<file path="src/rtl/core85_pkg.sv">
// Shared 8085-style definitions: sequencer states, opcode classes and field codes.
// Also reused by the alureg benches.
package core85_pkg;

    typedef enum logic [2:0] {
        StIdle,
        StCode,
        StIll,
        StWaitd,
        StData,
        StRreg,
        StWreg,
        StDone
    } seq_state_e;

    localparam logic [1:0] OPC_MISC = 2'b00;
    localparam logic [1:0] OPC_MOV  = 2'b01;
    localparam logic [1:0] OPC_ALU  = 2'b10;
    localparam logic [1:0] OPC_IMM  = 2'b11;

    localparam logic [2:0] REG_B = 3'd0;
    localparam logic [2:0] REG_C = 3'd1;
    localparam logic [2:0] REG_D = 3'd2;
    localparam logic [2:0] REG_E = 3'd3;
    localparam logic [2:0] REG_H = 3'd4;
    localparam logic [2:0] REG_L = 3'd5;
    localparam logic [2:0] REG_M = 3'd6;
    localparam logic [2:0] REG_A = 3'd7;

    localparam logic [2:0] ALU_ADD = 3'd0;
    localparam logic [2:0] ALU_ADC = 3'd1;
    localparam logic [2:0] ALU_SUB = 3'd2;
    localparam logic [2:0] ALU_SBB = 3'd3;
    localparam logic [2:0] ALU_ANA = 3'd4;
    localparam logic [2:0] ALU_XRA = 3'd5;
    localparam logic [2:0] ALU_ORA = 3'd6;
    localparam logic [2:0] ALU_CMP = 3'd7;

endpackage

</file>
<file path="src/rtl/alureg_seq_dec.sv">
// Combinational opcode classifier for alureg_seq.
// ALUREG_SEQ_IMM_ALU_EN enables 11_ooo_110 as a two-byte ALU-immediate.
module alureg_seq_dec
    import core85_pkg::*;
#(
    parameter int unsigned DATASIZE = 8,
    parameter int unsigned ADDRSIZE = 3
) (
    input  logic [DATASIZE-1:0] opcode,
    output logic                is_mvi,
    output logic                is_mov,
    output logic                is_alu,
    output logic                is_imm,
    output logic                is_ill
);

    localparam logic [ADDRSIZE-1:0] MEM_SEL = ADDRSIZE'(REG_M);

    logic [1:0]          cls;
    logic [ADDRSIZE-1:0] dst;
    logic [ADDRSIZE-1:0] src;

    assign cls = opcode[DATASIZE-1 -: 2];
    assign dst = opcode[2*ADDRSIZE-1 -: ADDRSIZE];
    assign src = opcode[ADDRSIZE-1:0];

    always_comb begin
        // 01_110_110 matches neither MVI nor MOV and so falls through to illegal
        is_mvi = (cls == OPC_MOV) && (src == MEM_SEL) && (dst != MEM_SEL);
        is_mov = (cls == OPC_MOV) && (src != MEM_SEL);
        is_alu = (cls == OPC_ALU);
`ifdef ALUREG_SEQ_IMM_ALU_EN
        is_imm = (cls == OPC_IMM) && (src == MEM_SEL);
`else
        is_imm = 1'b0;
`endif
        is_ill = !(is_mvi || is_mov || is_alu || is_imm);
    end

endmodule

</file>
<file path="src/rtl/alureg_seq.sv">
// Byte-stream sequencer issuing alureg strobes for MOV, MVI and register-ALU ops.
// Optional macro ALUREG_SEQ_IMM_ALU_EN adds two-byte ALU-immediate ops (see alureg_seq_dec).
module alureg_seq
    import core85_pkg::*;
#(
    parameter int unsigned DATASIZE = 8,
    parameter int unsigned ADDRSIZE = 3
) (
    input  logic                clk,
    input  logic                rst,
    input  logic [DATASIZE-1:0] in_data,
    input  logic                in_valid,
    output logic                in_ready,
    output logic [DATASIZE-1:0] bus_data,
    output logic                enb_code,
    output logic                enb_data,
    output logic                enb_rreg,
    output logic                enb_wreg,
    output logic                busy,
    output logic                done,
    output logic                ill_op
);

    seq_state_e          state_q, state_d;
    logic [DATASIZE-1:0] bus_d;
    logic                xfer;
    logic                is_mvi, is_mov, is_alu, is_imm, is_ill;

    // bus_data holds the opcode while in CODE, so decode straight from it
    alureg_seq_dec #(
        .DATASIZE (DATASIZE),
        .ADDRSIZE (ADDRSIZE)
    ) u_dec (
        .opcode (bus_data),
        .is_mvi (is_mvi),
        .is_mov (is_mov),
        .is_alu (is_alu),
        .is_imm (is_imm),
        .is_ill (is_ill)
    );

    always_comb begin
        state_d  = state_q;
        bus_d    = bus_data;
        in_ready = (state_q == StIdle) || (state_q == StWaitd);
        xfer     = in_valid && in_ready;
        unique case (state_q)
            StIdle: begin
                if (xfer) begin
                    state_d = StCode;
                    bus_d   = in_data;
                end
            end
            StCode: begin
                if (is_ill) begin
                    state_d = StIll;
                end else if (is_mvi || is_imm) begin
                    state_d = StWaitd;
                end else if (is_mov || is_alu) begin
                    state_d = StRreg;
                end else begin
                    state_d = StIll;
                end
            end
            StIll:   state_d = StIdle;
            StWaitd: begin
                if (xfer) begin
                    state_d = StData;
                    bus_d   = in_data;
                end
            end
            StData:  state_d = StRreg;
            StRreg:  state_d = StWreg;
            StWreg:  state_d = StDone;
            StDone:  state_d = StIdle;
            default: state_d = StIdle;
        endcase
    end

    // Strobes are registered from the next state so they line up with state_q
    always_ff @(posedge clk) begin
        if (rst) begin
            state_q  <= StIdle;
            bus_data <= '0;
            enb_code <= 1'b0;
            enb_data <= 1'b0;
            enb_rreg <= 1'b0;
            enb_wreg <= 1'b0;
            busy     <= 1'b0;
            done     <= 1'b0;
            ill_op   <= 1'b0;
        end else begin
            state_q  <= state_d;
            bus_data <= bus_d;
            enb_code <= (state_d == StCode);
            enb_data <= (state_d == StData);
            enb_rreg <= (state_d == StRreg) || (state_d == StWreg);
            enb_wreg <= (state_d == StWreg);
            busy     <= (state_d != StIdle);
            done     <= (state_d == StDone);
            ill_op   <= (state_d == StIll);
        end
    end

endmodule

</file>
<file path="config.mk">
export PLATFORM = sky130hd
export DESIGN_NAME = alureg_seq
export DESIGN_NICKNAME = d
export VERILOG_FILES = /design/src/rtl/core85_pkg.sv /design/src/rtl/alureg_seq_dec.sv /design/src/rtl/alureg_seq.sv
export SDC_FILE = /design/constraint.sdc
export NUM_CORES = 1
export LEC_CHECK = 0
export ABC_AREA = 1
export CORE_AREA = 5 5 53 55
export DETAILED_ROUTE_END_ITERATION = 10
export DIE_AREA = 0 0 58 60
export PLACE_DENSITY = 0.7
export SYNTH_ARGS = -nofsm -noshare
export SYNTH_HDL_FRONTEND = slang
export SYNTH_SLANG_ARGS = --single-unit
export TNS_END_PERCENT = 20
</file>
<file path="constraint.sdc">
create_clock -name clk -period 1.8 [get_ports clk]
set_input_delay 0.36 -clock clk [delete_from_list [all_inputs] [get_ports clk]]
set_output_delay 0.36 -clock clk [all_outputs]
set_load 0.05 [all_outputs]
</file>
==> results of run 1 <==
## state kept, by name, summed over array words and instances, names as in the netlist
name and flops:
enb_wreg 1, enb_data 1, state_q 3, ill_op 1
bus_data 8, enb_rreg 1, done 1, busy 1
enb_code 1
## kinds of logic (layout without fill, tap and decap cells)
| group | Yosys count | after routing | share of synthesized area, % |
|---|---|---|---|
| AO/OA/AOI/OAI | 11 | 11 | 7.86 |
| flip-flops | 18 | 18 | 48.2 |
| buffers and inverters | 12 | 41 | 6.69 |
| AND/OR/NAND/NOR | 62 | 62 | 37.3 |
## cells in the final DEF, fill, tap and decap left out, types with 2 or more instances in the layout
master,instances
nand2_1,32
clkbuf_4,3
inv_1,7
clkdlybuf4s50_1,10
nand3_1,14
nor2_1,9
inv_2,2
a21oi_1,8
dfxtp_1,18
nor3_1,2
buf_4,17
## report_power, final
part | internal (mW) | switching, mW
Combinational | 0.266 | 0.494
Clock | 0.123 | 0.124
Sequential | 0.474 | 0.0587
Total | 0.864 | 0.676
## per-layer routing
layer	routed length, um	track usage (%)
met5	0	0
met4	25	3.97
met3	138	2.81
met2	717	16.9
met1	702	11.5
## area by class of cell
class / instances / area (sq um)
fillers: 255 / 1290
flip-flops and latches: 18 / 360
multi-input cells: 73 / 338
repair buffers: 28 / 248
well taps: 30 / 37.5
clock buffers: 4 / 36.3
inverters: 9 / 33.8
## stage by stage
step / worst slack, ns / hold WS (ns) / total power, mW / cells / util (%)
2_1_floorplan: 0.298 / 0.429 / 1.07 / 103 / -
3_3_place_gp: 0.252 / 0.500 / 1.30 / 158 / 43.4
3_5_place_dp: 0.199 / 0.494 / 1.31 / 158 / 43.4
4_1_cts: 0.0799 / 0.510 / 1.56 / 162 / 45.0
5_1_grt: 0.0111 / 0.538 / 1.65 / 162 / 45.0
6_report: 0.108 / 0.511 / 1.54 / 162 / 45.0
## worst paths after layout
path,slack [ns],from,endpoint
max,0.11,state_q[2],in_ready
min,0.51,bus_data[3],bus_data[3]
max reg2reg,0.35,state_q[2],bus_data[6]
min reg2reg,0.51,bus_data[3],bus_data[3]
## worst max-delay path, delay by kind of cell (launching register included)
kind | cells | cell delay, ns
buf+inv | 1 | 0.16
flops | 1 | 0.47
simple gates | 2 | 0.42
## cells in the mapped netlist (all sizes together)
library cell,count,area share (%)
nand2,33,18
dfxtp,18,48
nand3,14,9.4
nor2,10,5.4
a21oi,9,6.5
inv,9,4.5
nor3,3,2.7
buf,2,1.7
o21ai,2,1.3
clkbuf,1,0.50
nand3b,1,1.5
or2,1,0.84
==> results_dict.tcl, run 1 <==
set metrics [dict create \
    run_status "completed" \
    cts_max_level 1 \
    cts_num_sinks 18 \
    antenna_cells 0 \
    rsz0062_at_grt "no" \
    slowest_delay_ns 0.47 \
    power.static_leakage_nw 0.498 \
    ys_types 19 \
    start_util_pct 31.9 \
    cp-start-kind "register" \
    clk_latency_ns 0.29 \
    clk_pin_slew_ns 0.09 \
    io_pins 27 \
    drt_iter0_drc 16 \
    yosysSeqAreaShare_pct 48.2 \
    synth-seq-cells 18 \
    hpwl_mm 1.32 \
    root_buffer "clkbuf_4" \
    vias 715 \
    vias_per_cell 4.41 \
    cap_violations 0 \
    worst_clock_skew_ns 0.0104 \
    worstSetupEndpointType "output port" \
    worstPathMaxFanout 7 \
    fmax_mhz 591 \
    setup_viol 0 \
    grt_overflow 0 \
    grt_max_degree 12 \
    period_needed_ns 1.69 \
    drtPass1Iterations 4 \
    layout.nets 144 \
    post_cts_resized 0 \
    core_sq_um 2340 \
    numCtsBuffers 3 \
    port_buffers 26 \
    hold_violations 0 \
    grtUsageTotal_pct 9.85 \
    setup_tns_ns 0 \
    gp_congestion 0.853 \
    crit_chain "nor3_2 > or2_2 > buf_12" \
    postPlaceCellArea_sq_um 1020 \
    syn_area_sq_um 748 \
    synth_warnings 0 \
    final_area_sq_um 1050 \
    drive_gt1_share_pct 22.7 \
    cts_tree "yes" \
    wirelength_mm 1.58 \
    report.final.slew_viol_count 0 \
    crit_arrival_ns 1.33 \
    die-area_sq_um 3480 \
    grt_first_pass_wirelength_mm 2.70 \
    holdBufCountCts 0 \
    finalCritPeriodShare_pct 94.0 \
    grt_antenna_before_repair 0 \
    ir_drop_mv 0.567 \
    fp.dieW_um 58 \
    avgSynthCellArea_sq_um 7.26 \
    area_growth_pct 40.8 \
    final_antenna_net_count 0 \
    drc 0 \
    std_cell_rows 18 \
    hold_path_depth 2 \
    slew_headroom_pct 73.0 \
    r2r_cells 5 \
    grt_pass1_vias 696 \
    hold_path_class "reg2reg" \
    max_slew.worst_pin.slew_ns 0.404 \
    wire_per_inst_um 9.78 \
    cp_slowest_cell "dfxtp_1" \
    post_cts_buffers 0 \
    p_per_area_nw_per_um2 1460 \
    required_ns 1.44 \
    clockBufferDepth 2 \
    syn_nets 114 \
    syn_inst 103 \
    die_h_um 60 \
    crit_type "reg2out" \
]
(Power assumes the default switching activity.)
==> inputs of run 2 (changes only) <==
CTS_BUF_LIST = sky130_fd_sc_hd__clkbuf_16   (was not set)
==> run 2 against run 1 <==
Against the previous run:
- routed wire length grew 4.1%
- via count shrank 0.14%
- clock-buffer cell count shrank 1
- sequential share of layout area shrank 1.3 points
- worst hold slack lost 0.0065 ns
- combinational power grew 0.7%
- critical endpoint unchanged
- largest power group unchanged
- highest routed layer unchanged
==> results_dict.tcl, run 2 (synthesis gave the netlist of run 1 again) <==
set metrics [dict create \
    grt_pass1_vias 701 \
    post_cts_resized 0 \
    area_growth_pct 46.5 \
    crit_type "reg2out" \
    fmax_mhz 613 \
    busiest_layer "met2" \
    start_util_pct 31.9 \
    final_cells 162 \
    clk_pin_slew_ns 0.05 \
    finalCritPeriodShare_pct 90.6 \
    final_common_cell "nand2_1" \
    vias 714 \
    drc 0 \
    slew_headroom_pct 73.6 \
    numCtsBuffers 3 \
    period_needed_ns 1.63 \
    largest_registers "bus_data (8), state_q (3)" \
    layout.nets 144 \
    setup_tns_ns 0 \
    crit_chain "nor3_2 > or2_2 > buf_12" \
    run_status "completed" \
    worstSetupEndpointType "output port" \
    top_register "bus_data" \
    clk_latency_ns 0.24 \
    drt_iter0_drc 8 \
    root_buffer "clkbuf_16" \
    power.static_leakage_nw 0.515 \
    die-area_sq_um 3480 \
    die_h_um 60 \
    port_buffers 26 \
    holdBufCountCts 0 \
    layout_common_cells "32 x nand2_1, 18 x dfxtp_1, 17 x buf_4, 14 x nand3_1, 10 x clkdlybuf4s50_1" \
    final_antenna_net_count 0 \
    setup_viol 0 \
    crit_arrival_ns 1.27 \
    vias_per_cell 4.41 \
    grt_overflow 0 \
    p_per_area_nw_per_um2 1580 \
    report.final.slew_viol_count 0 \
    use_met2_pct 17.7 \
    grt_antenna_before_repair 0 \
    final_area_sq_um 1100 \
    drive_gt1_share_pct 22.0 \
    wire_per_inst_um 10.2 \
    io_pins 27 \
    antenna_cells 0 \
    wirelength_mm 1.65 \
    core_sq_um 2340 \
    multi_input_area_sq_um 338 \
    use_met1_pct 12.0 \
    hold_violations 0 \
    cp_top_family "flip-flops" \
    ff_latch_area_sq_um 360 \
    drtPass1Iterations 4 \
    worst_clock_skew_ns 0.00131 \
    use_met3_pct 3.46 \
    dp.cells 158 \
    ir_drop_mv 0.740 \
    clockBufferDepth 2 \
    fin_util_pct 46.8 \
    postPlaceCellArea_sq_um 1020 \
    required_ns 1.44 \
    std_cell_rows 18 \
    post_cts_buffers 0 \
    fp.dieW_um 58 \
    worstPathMaxFanout 7 \
    gp_congestion 0.853 \
    grtUsageTotal_pct 10.4 \
    cts_max_level 1 \
    hold_path_class "reg2reg" \
    max_slew.worst_pin.slew_ns 0.395 \
    cts_tree "yes" \
    path_buf_inv 1 \
    fillers 242 \
    cap_violations 0 \
    grt_max_degree 12 \
    largest_reg_flops 8 \
    rsz0062_at_grt "no" \
    hpwl_mm 1.32 \
    slowest_delay_ns 0.45 \
    cp_slowest_cell "dfxtp_1" \
    cts_num_sinks 18 \
    holdWs_ns 0.504 \
    cp-start-kind "register" \
    grt_first_pass_wirelength_mm 2.82 \
]
## run 2: cell types whose count changed in the layout (fill, tap and decap cells not counted), sizes merged
cell    before  now
clkbuf       4    3
clkinv       0    1
## run 2: path summary, 6_finish.rpt
path,end,cells after the start,startpoint,slack [ns]
worst max-delay path,in_ready,3,state_q[2],0.17
worst min-delay path,bus_data[3],2,bus_data[3],0.50
worst max register to register,bus_data[6],5,state_q[2],0.36
worst min register to register,bus_data[3],2,bus_data[3],0.50
## run 2: final cells by class
class	count	share of cell area [%]
Sequential cell	18	32.9
Multi-Input combinational cell	73	30.8
Timing Repair Buffer	28	22.6
Clock buffer	3	6.85
Tap cell	30	3.42
Inverter	9	3.08
Clock inverter	1	0.342
## run 2: layer usage
metal  part of all wire, %  wire [um]  vias up
met5                     0          0        -
met1                    43        714      301
li1                      -          -      386
met3                   8.9        147        3
met2                    47        767       24
met4                   1.2         20        0
## run 2: power by group
group / internal (mW) / switching (mW)
Combinational: 0.266 / 0.499
Clock: 0.295 / 0.141
Sequential: 0.476 / 0.0582
Total: 1.04 / 0.698
## run 2: through the flow
| step | setup WS, ns | total power [mW] |
|---|---|---|
| finish | 0.169 | 1.74 |
| floorplan | 0.298 | 1.07 |
| detailed placement | 0.199 | 1.31 |
| global placement | 0.252 | 1.30 |
| CTS | 0.152 | 1.75 |
| global route | 0.0882 | 1.85 |
## run 2: tightest hold or removal path, stage by stage, from the launching register on
cell and delay (ns):
dfxtp_1 0.32, nand3_1 0.08, a21oi_1 0.06
==> inputs of run 3 (changes only) <==
==> constraint.sdc (replaced) <==
create_clock -name clk -period 1.8 [get_ports clk]
set_input_delay 0.36 -clock clk [delete_from_list [all_inputs] [get_ports clk]]
set_output_delay 0.36 -clock clk [all_outputs]
set_load 0.005 [all_outputs]
==> run 3 against run 2 <==
Against the previous run:
- via count is 6.6% higher
- first-iteration DRC count is 25% higher
- sequential cell count stayed put
- worst setup slack worse by 0.0049 ns
- combinational power is 32% lower
- sequential share of layout area is 0.83 points lower
- critical path depth is 1 higher
- clock skew is 0.00073 ns higher
- largest cell class unchanged
==> results_dict.tcl, run 3 (synthesis gave the netlist of run 1 again) <==
set metrics [dict create \
    report.final.slew_viol_count 0 \
    wire_per_inst_um 10.6 \
    p_per_area_nw_per_um2 1320 \
    final_common_cell "nand2_1" \
    grtUsageTotal_pct 10.5 \
    postPlaceCellArea_sq_um 1040 \
    grt_antenna_before_repair 0 \
    largest_registers "bus_data (8), state_q (3)" \
    grt_overflow 0 \
    cts_max_level 1 \
    drtPass1Iterations 4 \
    multi_input_area_sq_um 338 \
    route.met2.wl_um 845 \
    final_cells 163 \
    cts_num_sinks 18 \
    numCtsBuffers 3 \
    period_needed_ns 1.64 \
    drt_iter0_drc 10 \
    fp.dieW_um 58 \
    die-area_sq_um 3480 \
    slew_headroom_pct 71.6 \
    std_cell_rows 18 \
    cap_violations 0 \
    fin_util_pct 48.3 \
    worstPathMaxFanout 3 \
    ff_latch_area_sq_um 363 \
    hold_path_class "reg2reg" \
    dp_slack_ns 0.154 \
    slowest_delay_ns 0.34 \
    layout_common_cells "32 x nand2_1, 25 x clkdlybuf4s50_1, 16 x dfxtp_1, 14 x nand3_1, 9 x nor2_1" \
    power.static_leakage_nw 0.486 \
    port_buffers 26 \
    start_util_pct 31.9 \
    worst_slack_ns 0.164 \
    setup_viol 0 \
    rsz0062_at_grt "no" \
    largest_reg_flops 8 \
    ir_drop_mv 0.852 \
    setup_tns_ns 0 \
    crit_arrival_ns 1.28 \
    top_register "bus_data" \
    max_slew.worst_pin.slew_ns 0.425 \
    grt_first_pass_wirelength_mm 2.77 \
    final_antenna_net_count 0 \
    fillers 251 \
    routed.top_layer "met4" \
    hpwl_mm 1.35 \
    p_total_mw 1.50 \
    vias 761 \
    crit_type "reg2out" \
    final_area_sq_um 1130 \
    wl_met1_um 704 \
    core_sq_um 2340 \
    holdWs_ns 0.500 \
    area_growth_pct 51.3 \
    io_pins 27 \
    vias_per_cell 4.67 \
    fmax_mhz 611 \
    run_status "completed" \
    clockBufferDepth 2 \
    clk_latency_ns 0.25 \
    wirelength_mm 1.73 \
    worst_clock_skew_ns 0.00205 \
    required_ns 1.44 \
    layout.nets 145 \
    hold_violations 0 \
    dp.cells 158 \
    die_h_um 60 \
    antenna_cells 0 \
    grt_max_degree 12 \
    crit_chain "nand2_1 > nor2_2 > or2_2 > dlygate4sd2_1" \
    worstSetupEndpointType "output port" \
    gp_congestion 0.873 \
    finalCritPeriodShare_pct 90.9 \
    clk_pin_slew_ns 0.05 \
    met3WireLength_um 156 \
    grt_pass1_vias 717 \
    cp-start-kind "register" \
    drive_gt1_share_pct 12.0 \
    drc 0 \
    cp_slowest_cell "dfxtp_1" \
    root_buffer "clkbuf_16" \
    cts_tree "yes" \
]
run 3: critical path, delay by kind of cell, from the launching register on:
family	cells	cell delay, ns
AND/OR/NAND/NOR	3	0.43
flip-flops	1	0.34
buffers and inverters	1	0.26
run 3: per-layer routing:
metal,vias up,track usage [%]
met5,-,0
met4,0,4.97
met3,2,4.32
met2,24,19.4
met1,345,10.1
li1,390,-
run 3: where the power goes:
part | switching, mW | internal, mW | total (mW)
clock | 0.147 | 0.295 | 0.442
sequential | 0.0574 | 0.478 | 0.535
combinational | 0.261 | 0.262 | 0.523
run 3: worst paths after layout:
check / from / to / slack, ns / cells after the start
worst max-delay path: state_q[0] / in_ready / 0.16 / 4
worst min-delay path: bus_data[3] / bus_data[3] / 0.50 / 2
worst max register to register: state_q[0] / bus_data[7] / 0.36 / 6
worst min register to register: bus_data[3] / bus_data[3] / 0.50 / 2
run 3: cell type report:
class                           count  area share, %
Clock inverter                      1          0.331
Tap cell                           30           3.31
Sequential cell                    18           32.0
Clock buffer                        3           6.63
Inverter                            9           2.98
Timing Repair Buffer               29           24.9
Multi-Input combinational cell     73           29.8
run 3: timing repair:
item	4_1_cts	5_1_grt
setup buffers	1	0
gates resized for setup	3	0
hold buffers	0	0
endpoints found under the setup margin	1	0
